==> src/rtl/icache_sa.sv <==
`default_nettype none
// ============================================================================
//  Module   : icache_sa
//  Purpose  : Set-associative, read-only instruction cache with true-LRU
//             replacement and a word-by-word line fill from memory.
//             Optional hit/miss statistics counters are enabled by defining
//             the macro ICACHE_STATS_EN.
//  Revision : 1.0 - initial release
// ============================================================================
module icache_sa #(
    parameter int SETS  = 8,
    parameter int WAYS  = 2,
    parameter int WORDS = 2
) (
    input  logic        CLK,
    input  logic        RST,
    input  logic        imemREN,
    input  logic [31:0] imemaddr,
    input  logic        dmemREN,
    input  logic        dmemWEN,
    input  logic        iflush,
    output logic        ihit,
    output logic [31:0] imemload,
    output logic        iREN,
    output logic [31:0] iaddr,
    input  logic        iwait,
    input  logic [31:0] iload
`ifdef ICACHE_STATS_EN
    ,
    output logic [31:0] hit_count,
    output logic [31:0] miss_count
`endif
);

    localparam int OFF_BITS = $clog2(WORDS);
    localparam int IDX_BITS = $clog2(SETS);
    localparam int TAG_BITS = 30 - OFF_BITS - IDX_BITS;
    localparam int CW       = (OFF_BITS > 0) ? OFF_BITS : 1;
    localparam int WW       = (WAYS > 1) ? $clog2(WAYS) : 1;

    typedef enum logic [0:0] {
        IDLE = 1'b0,
        FILL = 1'b1
    } state_t;

    state_t                state;
    logic [CW-1:0]         counter;
    logic [TAG_BITS-1:0]   fill_tag;
    logic [IDX_BITS-1:0]   fill_idx;
    logic [WW-1:0]         fill_way;

    logic [WAYS-1:0]       valid [SETS];
    logic [TAG_BITS-1:0]   tags  [SETS][WAYS];
    logic [31:0]           data  [SETS][WAYS][WORDS];

    logic [TAG_BITS-1:0]   req_tag;
    logic [IDX_BITS-1:0]   req_idx;
    logic [CW-1:0]         req_word;
    logic [31:0]           fill_addr;

    logic                  lookup;
    logic                  hit_any;
    logic [WW-1:0]         hit_way;
    logic                  miss;
    logic [WW-1:0]         lru_way;
    logic [WW-1:0]         victim;
    logic                  fill_last;
    logic                  touch_en;
    logic [IDX_BITS-1:0]   touch_set;
    logic [WW-1:0]         touch_way;
    logic [1:0]            addr_unused;

    // Byte offset within a word is irrelevant to a word-wide cache.
    assign addr_unused = imemaddr[1:0];

    assign req_tag = imemaddr[31 -: TAG_BITS];
    assign req_idx = imemaddr[2 + OFF_BITS +: IDX_BITS];

    generate
        if (OFF_BITS > 0) begin : g_word_off
            assign req_word  = imemaddr[2 +: OFF_BITS];
            assign fill_addr = {fill_tag, fill_idx, counter, 2'b00};
        end else begin : g_no_word_off
            assign req_word  = '0;
            assign fill_addr = {fill_tag, fill_idx, 2'b00};
        end
    endgenerate

    // A lookup only happens when idle and the data side is not using memory.
    assign lookup = (state == IDLE) && imemREN && !dmemREN && !dmemWEN && !iflush;

    // Tag compare across all ways of the indexed set.
    always_comb begin
        hit_any = 1'b0;
        hit_way = '0;
        for (int w = 0; w < WAYS; w++) begin
            if (valid[req_idx][w] && (tags[req_idx][w] == req_tag)) begin
                hit_any = 1'b1;
                hit_way = WW'(w);
            end
        end
    end

    assign ihit     = lookup && hit_any;
    assign miss     = lookup && !hit_any;
    assign imemload = ihit ? data[req_idx][hit_way][req_word] : 32'h0;

    // Victim choice: lowest-numbered invalid way wins, otherwise the LRU way.
    always_comb begin
        victim = lru_way;
        for (int w = WAYS - 1; w >= 0; w--) begin
            if (!valid[req_idx][w]) begin
                victim = WW'(w);
            end
        end
    end

    assign fill_last = (state == FILL) && !iwait && (counter == CW'(WORDS - 1));
    assign touch_en  = ihit || fill_last;
    assign touch_set = fill_last ? fill_idx : req_idx;
    assign touch_way = fill_last ? fill_way : hit_way;

    assign iREN  = (state == FILL);
    assign iaddr = (state == FILL) ? fill_addr : 32'h0;

    generate
        if (WAYS > 1) begin : g_lru
            // Age 0 is most recently used, WAYS-1 is least recently used.
            logic [WW-1:0] age [SETS][WAYS];

            // Age update: touched way becomes 0, younger ways age by one.
            always_ff @(posedge CLK or posedge RST) begin
                if (RST) begin
                    for (int s = 0; s < SETS; s++)
                        for (int w = 0; w < WAYS; w++)
                            age[s][w] <= WW'(w);
                end else if (iflush) begin
                    for (int s = 0; s < SETS; s++)
                        for (int w = 0; w < WAYS; w++)
                            age[s][w] <= WW'(w);
                end else if (touch_en) begin
                    for (int w = 0; w < WAYS; w++) begin
                        if (WW'(w) == touch_way)
                            age[touch_set][w] <= '0;
                        else if (age[touch_set][w] < age[touch_set][touch_way])
                            age[touch_set][w] <= age[touch_set][w] + WW'(1);
                    end
                end
            end

            // The oldest way of the looked-up set is the replacement candidate.
            always_comb begin
                lru_way = '0;
                for (int w = 0; w < WAYS; w++) begin
                    if (age[req_idx][w] == WW'(WAYS - 1))
                        lru_way = WW'(w);
                end
            end
        end else begin : g_no_lru
            assign lru_way = '0;
        end
    endgenerate

    // Controller and storage: miss detection, line fill, flush and reset.
    always_ff @(posedge CLK or posedge RST) begin
        if (RST) begin
            state    <= IDLE;
            counter  <= '0;
            fill_tag <= '0;
            fill_idx <= '0;
            fill_way <= '0;
            for (int s = 0; s < SETS; s++) begin
                valid[s] <= '0;
                for (int w = 0; w < WAYS; w++) begin
                    tags[s][w] <= '0;
                    for (int k = 0; k < WORDS; k++)
                        data[s][w][k] <= '0;
                end
            end
        end else if (iflush) begin
            state   <= IDLE;
            counter <= '0;
            for (int s = 0; s < SETS; s++)
                valid[s] <= '0;
        end else begin
            case (state)
                IDLE: begin
                    if (miss) begin
                        state    <= FILL;
                        fill_tag <= req_tag;
                        fill_idx <= req_idx;
                        fill_way <= victim;
                        counter  <= '0;
                        // The victim stays invalid until its last word lands.
                        valid[req_idx][victim] <= 1'b0;
                    end
                end
                FILL: begin
                    if (!iwait) begin
                        data[fill_idx][fill_way][counter] <= iload;
                        if (fill_last) begin
                            valid[fill_idx][fill_way] <= 1'b1;
                            tags[fill_idx][fill_way]  <= fill_tag;
                            counter                   <= '0;
                            state                     <= IDLE;
                        end else begin
                            counter <= counter + CW'(1);
                        end
                    end
                end
                default: state <= IDLE;
            endcase
        end
    end

`ifdef ICACHE_STATS_EN
    // Statistics: one count per hit cycle and per line fill started.
    always_ff @(posedge CLK or posedge RST) begin
        if (RST) begin
            hit_count  <= 32'h0;
            miss_count <= 32'h0;
        end else begin
            if (ihit) hit_count  <= hit_count + 32'h1;
            if (miss) miss_count <= miss_count + 32'h1;
        end
    end
`endif

endmodule
`default_nettype wire

==> config.mk <==
export PLATFORM = sky130hd
export DESIGN_NAME = icache_sa
export DESIGN_NICKNAME = d
export VERILOG_FILES = /design/src/rtl/icache_sa.sv
export SDC_FILE = /design/constraint.sdc
export NUM_CORES = 2
export LEC_CHECK = 0
export ABC_CLOCK_PERIOD_IN_PS = 157400
export CAP_MARGIN = 20
export CORE_ASPECT_RATIO = 0.5
export CORE_MARGIN = 4
export CORE_UTILIZATION = 60
export DETAILED_ROUTE_END_ITERATION = 10
export PLACE_DENSITY = 0.77
export SYNTH_ARGS = -nofsm -noshare
export SYNTH_HDL_FRONTEND = slang
export SYNTH_SLANG_ARGS = --single-unit
export TNS_END_PERCENT = 10
==> constraint.sdc <==
create_clock -name CLK -period 157.4 [get_ports CLK]
set_input_delay 23.61 -clock CLK [delete_from_list [all_inputs] [get_ports CLK]]
set_output_delay 23.61 -clock CLK [all_outputs]
set_load 0.05 [all_outputs]
==> metrics.md <==
| Metric | Value |
|---|---|
| Outcome | completed |
| Post-synth EDFFs | 0 |
| Max H-tree Level | 4 |
| Fin Setup TNS | 0 ps |
| PD cells | 10.7 nW/um^2 |
| Post-cts resize count | 0 |
| # hold bufs at CTS | 0 |
| Final Max Slew Viols | 0 |
| Post-route DRC | 0 |
| I/O pin count | 137 |
| Sw frac | 24.9% |
| Vias in the first global route | 48207 |
| Post-DP HPWL | 114000 microns |
| # Post-CTS Setup Buffers | 0 |
| 1st-pass router iterations | 5 |
| Pin count of the biggest net entering global routing | 179 |
| Aggregate global-route resource usage | 35.0% |
| Top FF cell, synth | dfrtp_1 |
| Post-Route WL | 211000 microns |
| Synth async-reset ratio | 100% |
| Fin. Hold Viols | 0 |
| Fin Clk Skew | 14.9 ps |
| Worst-skew pair later-pin latency | 770 ps |
| WS Path Type | input pin to output port |
| #FFs+latches synth | 1504 |
| Area Overhead vs Synth | 10.2% |
| Register-to-Register Setup Slack | 152630 ps |
| Seq pwr share | 50.5% |
| Syn Area/Cell | 13.2 sq um |
| Final period util | 34.7% |
| Leakage | 36.9 nW |
| Wire length per cell | 31.3 microns |
| FF-to-FF Start | tags[52] |
| First-pass GRT wire length | 314000 microns |
| Library cells used by synthesis | 79 |
| Combinational Power Share | 7.7% |
| I/O Buffers | 132 |
| Cell count after synthesis | 5232 |
| Drt initial violations | 5409 |
| Grt ovf | 0 |
| Core area | 113000 sq um |
| Min-Delay Path Class | flip-flop to flip-flop |
| Fmax | 18.3 MHz |
| DR vias/cell | 6.96 |
| Die Wd | 487 microns |
| Final setup vio count | 0 |
| Clk root buf | clkbuf_16 |
| Antenna violations before repair | 10 |
| Global placer's final weighted congestion | 0.945 |
| Critical path arrival | 30990 ps |
| Layout cells sized above 1 | 38.8% |
| Die H | 248 microns |
| RSZ-0062 raised after global routing | no |
| # nets final | 5187 |
| Final Util | 67.0% |
| CP Capture Type | output port |
| CTS Buf Count | 136 |
| Critical Path RT | 133790 ps |
| Mapped cell area | 69000 sq um |
| TritonCTS clock tree | yes |
| Peak VDD IR | 0.00866 mV |
| Total design power | 0.000811 W |
| Reg clk slew, reported paths | 60 ps |
| Crit path from | imemaddr[4] |
| Clock Path Buffers | 3 |
| Row count | 87 |
| Slew headroom | 19.1% |
| Psw | 0.000202 W |
| Critical path startpoint category | input pin |
| Max_cap viols | 0 |
| Vias | 46880 |
| Final Critical Period | 54600 ps |
| Critical-path maximum fanout | 81 |
| Clk sink count | 1504 |
| Clock power share | 41.9% |
| Hold Startpoint | data[353] |
| Fillers | 7860 |
| Least-Margin Pin Slew | 1210 ps |
| Initial Util | 60.8% |
| Fraction of the yosys area taken by sequential cells | 54.6% |
| Routed Antenna Nets | 0 |
| Synth warn | 0 |
| Die ar. | 121000 sq um |
| Internal | 0.000608 W |
stage by stage:
stage	setup slack (ps)	hold slack [ps]	cell area, sq um	std cells
final	102800	499	76000	6739
after global routing	102810	509	76000	6735
after CTS	103040	501	75800	6724
after detailed placement	103030	486	71300	6484
after global placement	103100	479	71300	6484
after floorplan	91380	470	69000	5233
final timing paths:
check | endpoint | cells past startpoint
setup / recovery | imemload[7] | 16
hold / removal | data[353] | 1
setup reg to reg | g_lru.age[13] | 10
hold reg to reg | data[353] | 1
max in group asynchronous | tags[113] | 6
min in group asynchronous | data[176] | 2
critical path, stage by stage:
cell,delay [ps]
buf_8,400
buf_12,490
buf_4,680
nor2b_2,320
buf_4,460
a22oi_1,200
a21oi_1,280
o2111ai_1,140
or4b_1,550
or4_2,570
buf_4,400
a21boi_4,290
nand2b_2,200
buf_4,280
a211oi_1,740
clkdlybuf4s50_1,950
kinds of logic (layout without fill, tap and decap cells):
group	Yosys count	count (layout)	share of synthesized area [%]
compound gates	772	772	7.48
xor+xnor	37	37	0.470
buf+inv	512	497	3.06
flops	1504	1504	54.6
mux	1794	1794	30.0
other cells	1	10	0.00544
simple gates	612	612	4.40
power by group through the flow:
| stage | Combinational, W | Clock [W] | Sequential, W |
|---|---|---|---|
| after global routing | 0.0000664 | 0.000359 | 0.000410 |
| after global placement | 0.0000588 | 0 | 0.000414 |
| final | 0.0000622 | 0.000339 | 0.000409 |
| after detailed placement | 0.0000606 | 0 | 0.000416 |
| after CTS | 0.0000609 | 0.000341 | 0.000409 |
| after floorplan | 0.0000443 | 0 | 0.000410 |
flip-flops by register name, indices dropped and copies added (netlist names):
| signal | cells |
|---|---|
| valid | 16 |
| fill_tag | 26 |
| data | 1024 |
| fill_idx | 3 |
| iREN | 1 |
| fill_way | 1 |
| counter | 1 |
| g_lru.age | 16 |
| tags | 416 |
area by class of cell:
| cell class | count | area [sq um] | area share [%] |
|---|---|---|---|
| flip-flops and latches | 1504 | 37600 | 49.6 |
| multi-input cells | 3217 | 29500 | 38.9 |
| clock inverters | 40 | 410 | 0.540 |
| well taps | 1513 | 1890 | 2.49 |
| diodes | 8 | 20.0 | 0.0264 |
| inverters | 18 | 76.3 | 0.100 |
| clock buffers | 200 | 4090 | 5.38 |
| repair buffers | 239 | 2320 | 3.06 |
cells in the mapped netlist, drive strengths merged, types with 46 or more instances:
cell type | instances | share of area (%)
mux2 | 1566 | 26
nand2 | 91 | 0.50
clkbuf | 354 | 1.9
nor3 | 125 | 0.91
buf | 140 | 1.0
o22ai | 245 | 2.2
o221ai | 65 | 0.83
nor2 | 194 | 1.1
o21ai | 112 | 0.81
mux2i | 171 | 2.5
a21oi | 126 | 0.91
dfrtp | 1496 | 54
mux4 | 57 | 1.9
a211oi | 46 | 0.50
per-layer routing:
metal	part of all wire [%]	wire, microns	GRT usage, %	vias to the layer above
li1	-	-	-	19016
met1	40	84300	48.3	24586
met2	45	95300	54.0	2655
met3	10	22100	8.05	621
met4	4.4	9350	15.1	2
met5	0.0062	13	0	-
cell usage in the layout, fill, tap and decap left out, types with 15 or more instances in the layout:
cell,synthesis,final
a221oi_1,24,24
dfrtp_1,1496,1496
clkbuf_1,354,30
xnor2_1,18,18
o22ai_1,245,245
clkdlybuf4s50_1,0,128
xor2_1,19,19
nor2b_1,23,19
nor4_1,32,31
and2_1,41,39
a211oi_1,46,46
clkinv_2,0,25
a311oi_1,18,18
mux4_2,57,57
o21ai_0,110,110
nand2_1,91,65
mux2i_1,171,171
clkbuf_16,0,147
nor2_4,0,15
nor2_1,194,179
a21oi_1,126,126
o221ai_1,65,65
clkbuf_8,0,26
buf_4,10,97
a22oi_1,34,34
mux2_2,1553,1553
nor3_1,125,125
No activity file was read; power rests on OpenSTA's default activity.
